**config.mk**
```make
export PLATFORM = sky130hd
export DESIGN_NAME = pe_issue_ctrl
export DESIGN_NICKNAME = d
export VERILOG_FILES = /design/src/rtl/pe_issue_ctrl.sv
export SDC_FILE = /design/constraint.sdc
export NUM_CORES = 1
export LEC_CHECK = 0
export ABC_AREA = 0
export CAP_MARGIN = 0
export CORE_AREA = 4 4 97 99
export CTS_CLUSTER_DIAMETER = 200
export CTS_CLUSTER_SIZE = 30
export DETAILED_ROUTE_END_ITERATION = 10
export DIE_AREA = 0 0 101 103
export DONT_BUFFER_PORTS = 1
export PLACE_DENSITY = 0.56
export SKIP_CTS_REPAIR_TIMING = 1
export SYNTH_ARGS = -nofsm -noshare
export SYNTH_HDL_FRONTEND = slang
export SYNTH_SLANG_ARGS = --single-unit
```
**constraint.sdc**
```tcl
create_clock -name clk -period 3.91 [get_ports clk]
set_input_delay 0.391 -clock clk [delete_from_list [all_inputs] [get_ports clk]]
set_output_delay 0.391 -clock clk [all_outputs]
set_load 0.02 [all_outputs]
```
**src/rtl/pe_issue_ctrl.sv**
```systemverilog
// Single-issue sequencer: decodes PE instructions, dispatches ARITH/ACT ops to
// their execution unit over valid/ready, waits for completion and counts retires.
module pe_issue_ctrl #(
    parameter int TIMEOUT_CYCLES = 255,
    parameter int CNT_W          = 16
) (
    input  logic             clk,
    input  logic             rst,
    input  logic             in_valid,
    output logic             in_ready,
    input  logic [31:0]      in_instr,
    output logic             ar_valid,
    input  logic             ar_ready,
    output logic [4:0]       ar_func,
    output logic [19:0]      ar_operands,
    input  logic             ar_done,
    output logic             ac_valid,
    input  logic             ac_ready,
    output logic [4:0]       ac_func,
    output logic [19:0]      ac_operands,
    input  logic             ac_done,
    output logic             busy,
    output logic             illegal_op,
    output logic             timeout_err,
    output logic [CNT_W-1:0] retired_cnt
);

    localparam logic [6:0]  OP_NOP   = 7'b0000000;
    localparam logic [6:0]  OP_ARITH = 7'b0000001;
    localparam logic [6:0]  OP_ACT   = 7'b0000010;
    localparam logic [15:0] TMO_LAST = 16'(TIMEOUT_CYCLES - 1);

    typedef enum logic [1:0] {
        IDLE  = 2'd0,
        ISSUE = 2'd1,
        WAIT  = 2'd2
    } state_t;

    state_t      state;
    state_t      state_nxt;
    logic [31:0] instr_q;
    logic [15:0] tmo_cnt;

    logic [6:0] op_in;
    logic       accept;
    logic       in_is_nop;
    logic       in_is_exec;
    logic       in_is_illegal;
    logic       sel_arith;
    logic       unit_valid;
    logic       unit_ready;
    logic       unit_done;
    logic       tmo_hit;
    logic       retire;

    assign op_in         = in_instr[31:25];
    assign accept        = in_valid && in_ready;
    assign in_is_nop     = (op_in == OP_NOP);
    assign in_is_exec    = (op_in == OP_ARITH) || (op_in == OP_ACT);
    assign in_is_illegal = !in_is_nop && !in_is_exec;

    // Only ARITH and ACT ever reach ISSUE/WAIT, so one bit selects the unit.
    assign sel_arith  = (instr_q[31:25] == OP_ARITH);
    assign unit_ready = sel_arith ? ar_ready : ac_ready;
    assign unit_done  = sel_arith ? ar_done  : ac_done;
    assign unit_valid = (state == ISSUE);
    assign tmo_hit    = (tmo_cnt == TMO_LAST);

    assign retire = (accept && in_is_nop) || ((state == WAIT) && unit_done);

    // State register
    always_ff @(posedge clk) begin
        if (rst) state <= IDLE;
        else     state <= state_nxt;
    end

    // Next-state logic
    always_comb begin
        state_nxt = state;
        case (state)
            IDLE:    if (accept && in_is_exec) state_nxt = ISSUE;
            ISSUE:   if (unit_valid && unit_ready) state_nxt = WAIT;
            WAIT:    if (unit_done || tmo_hit) state_nxt = IDLE;
            default: state_nxt = IDLE;
        endcase
    end

    // Outputs: dispatch fields are gated so the idle unit sees zeros.
    always_comb begin
        in_ready    = (state == IDLE);
        busy        = (state != IDLE);
        ar_valid    = unit_valid && sel_arith;
        ac_valid    = unit_valid && !sel_arith;
        ar_func     = ar_valid ? instr_q[24:20] : 5'd0;
        ar_operands = ar_valid ? instr_q[19:0]  : 20'd0;
        ac_func     = ac_valid ? instr_q[24:20] : 5'd0;
        ac_operands = ac_valid ? instr_q[19:0]  : 20'd0;
    end

    always_ff @(posedge clk) begin
        if (rst) begin
            instr_q     <= '0;
            tmo_cnt     <= '0;
            illegal_op  <= 1'b0;
            timeout_err <= 1'b0;
            retired_cnt <= '0;
        end else begin
            if (accept) instr_q <= in_instr;
            // Counter runs only while staying in WAIT; it restarts at 0 on entry.
            if ((state == WAIT) && (state_nxt == WAIT)) tmo_cnt <= tmo_cnt + 16'd1;
            else                                        tmo_cnt <= '0;
            illegal_op  <= accept && in_is_illegal;
            timeout_err <= (state == WAIT) && !unit_done && tmo_hit;
            if (retire) retired_cnt <= retired_cnt + 1'b1;
        end
    end

endmodule

```
# Word-level counts from Yosys, hierarchy flattened
# Cells that the tools add are included.
# totals
reg_bits	68
input_bits	39
# op_classes
n_addsub	2
n_eq_ne	7
muxes	10
bitwise_logic	1
n_reduce_logical	23
# ops
cell	count
$mux W20	2
$add A16 B1 Y16 const B	2
$eq A16 B8 Y1 const B	1
$eq A7 B1 Y1 const B	2
$logic_and A1 B1 Y1	12
$mux W5	2
$eq A7 B2 Y1 const B	1
$logic_not A7 Y1	1
$mux W2	3
$pmux W2 S3	1
$eq A2 B2 Y1 const B	2
$logic_not A1 Y1	4
$logic_or A1 B1 Y1	3
$eq A2 B1 Y1 const B	1
$logic_not A2 Y1	1
$mux W1	2
$reduce_bool A2 Y1	1
$reduce_or A2 Y1	1
$not A1 Y1	1

# Depth between registers and ports, before layout
# Gate-level depths: netlist of the first run.
# logic_depth
ltp_word	9
mapped_depth	7

# Least setup slack after synthesis of the first run
# OpenSTA, ideal clock, no wires.
# synth_timing
path_type	reg-to-output
from	reg instr_q[27]
to	out ac_operands[10]
arrival_ns	1.574
path_slack_ns	1.945
path_stages_with_launch	7
cell_sequence	dfxtp_1 nor4_2 nand2_1 and3_1 clkbuf_1 clkbuf_1 and2_1
# synth_via
elab_chain_cells	4
# synth_lines
item	line	source
start: declaration	41	logic [31:0] instr_q;
start signal: assignment	108	if (accept) instr_q <= in_instr;
$eq A7 B1 Y1	63	assign sel_arith = (instr_q[31:25] == OP_ARITH);
$logic_not A1 Y1	93	ac_valid = unit_valid && !sel_arith;
$logic_and A1 B1 Y1	93	
named net ac_valid	17	output logic ac_valid,
$mux W20	97	ac_operands = ac_valid ? instr_q[19:0] : 20'd0;
end: declaration	20	output logic [19:0] ac_operands,
# The timed path passes the listed nets, and every way through them passes these cells.

# Final worst setup path of the first run
# layout_timing
from	reg instr_q[27]
to	out ac_operands[19]
# The elaborated chain is that of the path after synthesis.

==> impl_metrics.json, run 1 <==
{
  "critPathCaptureType": "primary output",
  "synthToLayoutAreaGrowth_pct": 6.16,
  "seqPwrFrac": 0.576,
  "tightest_slew_ps": 1080,
  "required_ps": 3520,
  "cp-start-kind": "flop",
  "clockRootBuffer": "clkbuf_8",
  "grt_max_degree": 67,
  "rsz0062_at_grt": "false",
  "antennaDiodeCount": 0,
  "ys_seq_elements": 68,
  "grt_overflow": 0,
  "antenna_found_initial": 2,
  "drive_gt1_frac": 0.0936,
  "htreeDepth": 3,
  "async_reset_ff_frac": 0,
  "synth_area_leaders": "dfxtp_1 41%, and2_1 9.8%, nand2_1 8.3%",
  "hold_violations": 0,
  "dr.pass1.iters": 4,
  "status": "finished clean",
  "layout_min_cycle_time_ps": 2470,
  "netlist_area_sq_um": 3330,
  "port_buffers": 0,
  "min_path_type": "primary input to flop",
  "layout.nets": 445,
  "insertion_delay_ps": 330,
  "crit_path_end": "ac_operands[19]",
  "synth_ff_type": "dfxtp_1",
  "via_per_inst": 5.24,
  "worstHoldPathCells": 1,
  "fin_setup_tns_ps": 0,
  "synthMostInstantiatedCell": "nand2_1",
  "synth_seq_area_share": 0.409,
  "synth_edf_count": 0,
  "max_slew_margin": 0.278,
  "synthCells": 412,
  "clkSinkCount": 68,
  "finalSetupViolCount": 0,
  "p_per_area_nw_per_um2": 356,
  "drt-initial-drc-count": 102,
  "gr-usage-all-layers": 0.147,
  "gp_congestion": 0.782,
  "intPower_w": 0.000968,
  "grt_pass1_wl_mm": 12.2,
  "p_comb_frac": 0.040,
  "hpwl_mm": 5.46,
  "clockBufferDepth": 2,
  "ioPinCount": 111,
  "p_total_w": 0.00126,
  "synth_cell_type_count": 39,
  "vdd_drop_max_uv": 134,
  "drv_slew": 0,
  "synth.net_count": 454,
  "die_h_um": 103,
  "drt_drc_violations_left": 0,
  "first_global_vias": 2493,
  "p_switching_w": 0.000288,
  "cellLeakagePower_nw": 1.33,
  "worstReg2RegStart": "state[0]",
  "postRouteAntennaNets": 0,
  "cts_tree": "done",
  "dieArea_sq_um": 10400,
  "crit_type": "flop to primary output",
  "worst_clock_skew_ps": 12.3,
  "cp.arrival_ps": 2080,
  "path_clk_slew_ps": 70,
  "p_clk_frac": 0.384,
  "whs_ps": 140,
  "yosys.area.top_type": "dfxtp_1",
  "routed_wl_mm": 7.75,
  "rows": 34,
  "yosysWarningCount": 0,
  "fp.dieW_um": 101,
  "r2r_end": "retired_cnt[2]",
  "clock.fmax_mhz": 405,
  "ff2ff_setup_slack_ps": 1700,
  "wl_per_cell_um": 15.1,
  "synth_top_area_share": 0.409,
  "netSwitchingFraction": 0.229,
  "maxCapViolations": 0,
  "critical_path_peak_fanout": 26,
  "coreArea_sq_um": 8550,
  "r2r_cells": 6,
  "route.vias.total": 2694,
  "startpoint": "instr_q[27]",
  "start_util": 0.389,
  "fin_crit_sh": 0.631,
  "synth_common_cells": "74 x nand2_1, 68 x dfxtp_1, 52 x and2_1",
  "avgSynthCellArea_sq_um": 8.08,
  "cts_buffers": 9
}
-- cell families after synthesis --
kind of cell | after synthesis | share of synthesized area
XOR/XNOR | 15 | 0.0395
multiplexers | 15 | 0.0507
AND/OR/NAND/NOR | 228 | 0.353
buffers and inverters | 25 | 0.0338
flip-flops | 68 | 0.409
AO/OA/AOI/OAI | 58 | 0.103
adder cells (fa/ha/maj) | 3 | 0.0113
-- layer usage --
layer,wire [um],global-route usage,vias to the layer above
li1,-,-,1349
met1,3420,0.182,1241
met2,3530,0.241,91
met3,704,0.0453,9
met4,70,0.0583,4
met5,21,0,-
-- power by group through the flow --
stage	combinational (W)	clock, W	sequential [W]
floorplan	0.0000512	0	0.000736
global placement	0.0000496	0	0.000739
detailed placement	0.0000513	0	0.000740
CTS	0.0000514	0.000509	0.000724
global route	0.0000586	0.000538	0.000726
finish	0.0000500	0.000483	0.000724
-- worst min-delay path by stage --
stage	start	slack (ps)	endpoint
2_1_floorplan	instr_q[25]	430	instr_q[25]
3_3_place_gp	instr_q[25]	440	instr_q[25]
3_5_place_dp	instr_q[25]	440	instr_q[25]
4_1_cts	rst	110	instr_q[3]
5_1_grt	rst	110	instr_q[3]
6_report	rst	140	instr_q[3]
-- cells in the final DEF (no fill, tap or decap) --
master     n
a211oi_1   1
a21bo_2    1
a21boi_0   1
a21boi_1   1
a21o_1     1
a21oi_1   40
a21oi_2    8
and2_1    52
and3_1     9
and3_2     1
and4_1     5
buf_4      2
clkbuf_1   1
clkbuf_8  10
clkinv_2   3
dfxtp_1   68
ha_1       3
inv_1      3
mux2_1     8
mux2_2     7
nand2_1   74
nand3_1   16
nand3_4    1
nand4_1    9
nor2_1    36
nor2_4     1
nor2b_1   14
nor3_1     4
nor3b_1    2
nor3b_2    1
nor4_1     1
nor4_2     1
o21a_1     1
o21ai_0    1
o21ai_1    2
o21ai_2    1
or4_4      1
xnor2_1    3
xor2_1    12
-- final cells by class --
cell class / instances / area, sq um
fill: 892 / 5020
multi-input combinational: 319 / 1860
sequential: 68 / 1360
clock buffer: 11 / 141
tap: 108 / 135
clock inverter: 3 / 15.0
timing repair buffer: 2 / 15.0
inverter: 3 / 11.3
-- registers in the layout (all words and copies together) (netlist names) --
register	count
illegal_op	1
state	2
instr_q	32
retired_cnt	16
timeout_err	1
tmo_cnt	16
-- stage by stage --
step | setup slack [ps] | util | cell area, sq um | instances
finish | 1440 | 0.413 | 3530 | 514
global route | 1240 | 0.413 | 3530 | 514
CTS | 1360 | 0.413 | 3530 | 514
detailed placement | 1630 | 0.395 | 3380 | 500
global placement | 1730 | 0.395 | 3380 | 500
floorplan | 1940 | - | 3330 | 412
-- critical path: stages, from the launching register on --
cell and delay, ps:
dfxtp_1 320, nor4_2 370, nand2_1 170, and3_1 500, and2_1 380
No activity file was read; power rests on OpenSTA's default activity.
==> run 2: changes to the inputs <==
Settings changed: PLACE_DENSITY 0.56 to 0.58.
Clock period 3.91 ns to 2.2 ns, I/O delays scaled along.
==> run 2 against run 1 <==
Combinational power grew 140%. Non-clock buffer count grew 19. Final cell count grew 4.3%. Global-route usage shrank 0.49 points. Clock-buffer cell count is the same. Sequential share of layout area shrank 3.3 points. Wire length shrank 0.98%. Critical path type unchanged. Critical endpoint is now ar_operands[6].
==> impl_metrics.json, run 2 (synthesis gave the netlist of run 1 again) <==
{
  "status": "finished clean",
  "max_slew_margin": 0.756,
  "fp.dieW_um": 101,
  "postRouteAntennaNets": 0,
  "multi_input_area_sq_um": 1910,
  "cellLeakagePower_nw": 1.49,
  "min_path_type": "primary input to flop",
  "grt_max_degree": 67,
  "worstHoldPathCells": 2,
  "fin_crit_sh": 0.939,
  "wl_per_cell_um": 14.3,
  "gp_congestion": 0.820,
  "vdd_drop_max_uv": 306,
  "path_clk_slew_ps": 80,
  "antenna_found_initial": 2,
  "top_regs": "instr_q (32), retired_cnt (16), tmo_cnt (16)",
  "coreArea_sq_um": 8550,
  "finalSetupViolCount": 0,
  "stdcell_area_sq_um": 3860,
  "seq_area_sq_um": 1360,
  "p_per_area_nw_per_um2": 697,
  "rows": 34,
  "crit_type": "flop to primary output",
  "stdcell_count": 536,
  "drt-initial-drc-count": 103,
  "rsz0062_at_grt": "true",
  "dpl_cell_area_sq_um": 3470,
  "start_util": 0.389,
  "gr-usage-all-layers": 0.142,
  "layout_min_cycle_time_ps": 2070,
  "synthToLayoutAreaGrowth_pct": 16.0,
  "grt_pass1_wl_mm": 11.7,
  "clkSinkCount": 68,
  "clockBufferDepth": 2,
  "critical_path_peak_fanout": 22,
  "route.vias.total": 2762,
  "grt_overflow": 0,
  "cts_tree": "done",
  "clockRootBuffer": "clkbuf_8",
  "insertion_delay_ps": 340,
  "drv_slew": 0,
  "port_buffers": 0,
  "htreeDepth": 3,
  "die_h_um": 103,
  "whs_ps": 4.56,
  "fin_setup_tns_ps": 0,
  "maxCapViolations": 0,
  "cts_buffers": 9,
  "cp-start-kind": "flop",
  "critPathCaptureType": "primary output",
  "cp.arrival_ps": 1850,
  "layout.nets": 464,
  "ioPinCount": 111,
  "worst_clock_skew_ps": 10.4,
  "drive_gt1_frac": 0.183,
  "layout_common_cells": "73 x nand2_1, 68 x dfxtp_1, 40 x a21oi_1",
  "r2r_cells": 6,
  "first_global_vias": 2399,
  "largest_reg_flops": 32,
  "hpwl_mm": 5.66,
  "max_flop_register": "instr_q",
  "drt_drc_violations_left": 0,
  "hold_violations": 0,
  "clock.fmax_mhz": 484,
  "tightest_slew_ps": 366,
  "dieArea_sq_um": 10400,
  "required_ps": 1980,
  "n_fill_cell": 850,
  "dp.cells": 512,
  "via_per_inst": 5.15,
  "dr.pass1.iters": 4,
  "fin_util": 0.452,
  "routed_wl_mm": 7.67,
  "final_common_cell": "nand2_1"
}
==> run 2: cell count changes in the layout (fill, tap and decap cells not counted), sizes merged <==
cell         change
diode            +1
bufinv           +3
clkinv           -3
clkinvlp         +1
dlygate4sd3      +6
inv              +1
buf             +13
==> run 2: path summary, 6_finish.rpt <==
check | from | end | slack [ps]
hold / removal | in_instr[23] | instr_q[23] | 5
setup reg to reg | instr_q[27] | retired_cnt[5] | 370
setup / recovery | instr_q[27] | ar_operands[6] | 130
hold reg to reg | instr_q[24] | instr_q[24] | 460
==> run 2: routing by layer <==
layer,share of wire,GRT usage
met1,0.43,0.179
met5,0.0017,0
met2,0.46,0.228
met4,0.0069,0.0399
met3,0.099,0.0562
==> run 2: worst max-delay path, stage by stage (launching register included) <==
cell and delay, ps:
dfxtp_1 330, nor4_4 340, nand2_2 140, nor3b_4 250, buf_6 210, and2_2 230
==> run 2: power by group <==
part           internal, W  switching [W]  leakage (nW)
combinational    0.0000501      0.0000695         0.806
clock             0.000819       0.000463         0.126
sequential         0.00126      0.0000251         0.554
==> run 2: layout make-up <==
| class | instances | area share |
|---|---|---|
| Multi-Input combinational cell | 319 | 0.493 |
| Sequential cell | 68 | 0.352 |
| Timing Repair Buffer | 21 | 0.0489 |
| Clock buffer | 11 | 0.0392 |
| Tap cell | 108 | 0.0350 |
| Clock inverter | 5 | 0.0275 |
| Inverter | 3 | 0.00292 |
| Antenna cell | 1 | 0.000648 |
==> run 2: stage by stage <==
step / setup slack, ps / total power [W]
final: 134 / 0.00269
after global routing: 14.0 / 0.00282
after CTS: -140 / 0.00271
after detailed placement: 237 / 0.00141
after global placement: 267 / 0.00141
after floorplan: 322 / 0.00140
==> run 3: changes to the inputs <==
Settings changed: CTS_BUF_LIST from default to sky130_fd_sc_hd__clkbuf_4 sky130_fd_sc_hd__clkbuf_8.
==> results of run 3 <==
Same layout as run 2: the final DEF is identical, and so are final timing and power.
==> RTL change (config.mk and constraints of run 3) <==
`TIMEOUT_CYCLES`: 255 -> 127.
--- a/src/rtl/pe_issue_ctrl.sv
+++ b/src/rtl/pe_issue_ctrl.sv
@@ -1,7 +1,7 @@
 // Single-issue sequencer: decodes PE instructions, dispatches ARITH/ACT ops to
 // their execution unit over valid/ready, waits for completion and counts retires.
 module pe_issue_ctrl #(
-    parameter int TIMEOUT_CYCLES = 255,
+    parameter int TIMEOUT_CYCLES = 127,
     parameter int CNT_W          = 16
 ) (
     input  logic             clk,
Formal check against the unedited RTL: same outputs for any inputs over 10 cycles, from zero or initial values and one cycle with rst high; that may be too few to reach the edited logic, so the function may still have changed.
==> RTL change against run 3 <==
  * Combinational power increased by 7%
  * Via count decreased by 3.1%
  * Total power down 3.3%
  * Area after synthesis decreased by 5.6%
  * Count of clock-buffer cells in the layout unchanged
  * Wire length up 1.6%
  * Global-route usage decreased by 0.36 points
  * Sequential cell count unchanged
  * Worst setup slack improved by 0.0019 ns
  * Utilization decreased by 1.5 points
  * Design area is 3.4% lower
  * Worst hold slack is essentially flat
  * Clock power down 8%
  * Largest cell class unchanged
  * Largest power group unchanged
==> RTL change: results (changes against run 3) <==
* Post-layout net count at 457 (-1.5%)
* Maximum fanout count along the critical path at 20 (-9.1%)
* Reported leakage power at 0.00139 uW (-6.6%)
* Switching power total at 577 uW (+3.4%)
* Final cell count without fillers at 528 (-1.5%)
* Post-layout minimum cycle time at 2.06 ns (-0.00193 ns)
* Largest net degree at the start of global routing at 53 (-21%)
* Number of antenna diodes at 0 (-1)
* Placed cell area at 0.00331 mm2 (-4.5%)
* Layout Utilization at 0.436 (-0.0152)
* Via count of the first global-routing pass at 2373 (-1.1%)
* Arrival time reported for the critical path endpoint at 2.32 ns (+0.47 ns)
* Post-Route Hold Slack at 0.00447 ns (-0.0000862 ns)
* DRC violation total after the first TritonRoute iteration at 96 (-6.8%)
* Setup WS pre-CTS at 0.157 ns (-0.0794 ns)
* Syn nets at 438 (-3.5%)
* Reg2Reg Capture Point: retired_cnt[9]$_SDFFE_PP0P_
* Critical path start-end classification: register to register
* Distinct cell type count after synthesis at 35 (-10%)
* Seq/Total Area, Yosys at 0.433 (+0.0244)
* Via-per-instance ratio at 5.07 (-1.6%)
* Per-cell routed wire length at 14.8 um (+3.1%)
* GRT Total Usage at 0.139 (-0.00355)
* Endpoint with the worst hold slack: instr_q[20]$_SDFFE_PP0P_
* Leading cell types by total area after synthesis: sky130_fd_sc_hd__dfxtp_1, sky130_fd_sc_hd__and2_1, sky130_fd_sc_hd__nand2_1, sky130_fd_sc_hd__a21oi_1, sky130_fd_sc_hd__xor2_1
* Cell count after placement at 498 (-2.7%)
* Delay contributed by the slowest stage of the critical path at 0.50 ns (+0.16 ns)
* Global-route wire length before repair at 11400 um (-2.5%)
* Setup slack of the worst register-to-register path at 0.14 ns (-0.23 ns)
* Final weighted congestion in routability-driven placement at 0.763 (-6.9%)
* Result of the run: finished, final reports clean
* Clock Skew at 0.0121 ns (+0.00163 ns)
* Hpwl dp at 5390 um (-4.9%)
* Transition time at the pin with the least slew margin at 0.459 ns (+0.0928 ns)
* Ratio of cells with drive above 1 in the final layout at 0.152 (-0.0303)
## RTL change: cell type report
type	instances	share of cell area
well taps	108	0.0362
multi-input cells	303	0.463
inverters	5	0.00503
repair buffers	28	0.0677
flip-flops and latches	68	0.365
clock inverters	5	0.0225
clock buffers	11	0.0406
## RTL change: kinds of logic (layout without fill, tap and decap cells)
kind of cell	after synthesis	in the layout	share of synthesized area
xor gates and xnor gates	18	18	0.0502
DFF	68	68	0.433
adders and majority gates	3	3	0.0119
AOI/OAI and AO/OA	63	63	0.112
muxes	3	3	0.00956
and+or+nand+nor	216	216	0.353
buffers and inverters	25	49	0.0307
## RTL change: critical path, delay by kind of cell (launching register included)
kind	cells	cell delay (ns)
DFF	1	0.34
and+or+nand+nor	4	1.28
buffers and inverters	1	0.20
AOI/OAI and AO/OA	1	0.16
## RTL change: routing by layer
layer / GRT usage / part of all wire
met1: 0.166 / 0.42
met4: 0.0532 / 0.016
met2: 0.218 / 0.49
met5: 0 / 0
met3: 0.0643 / 0.075
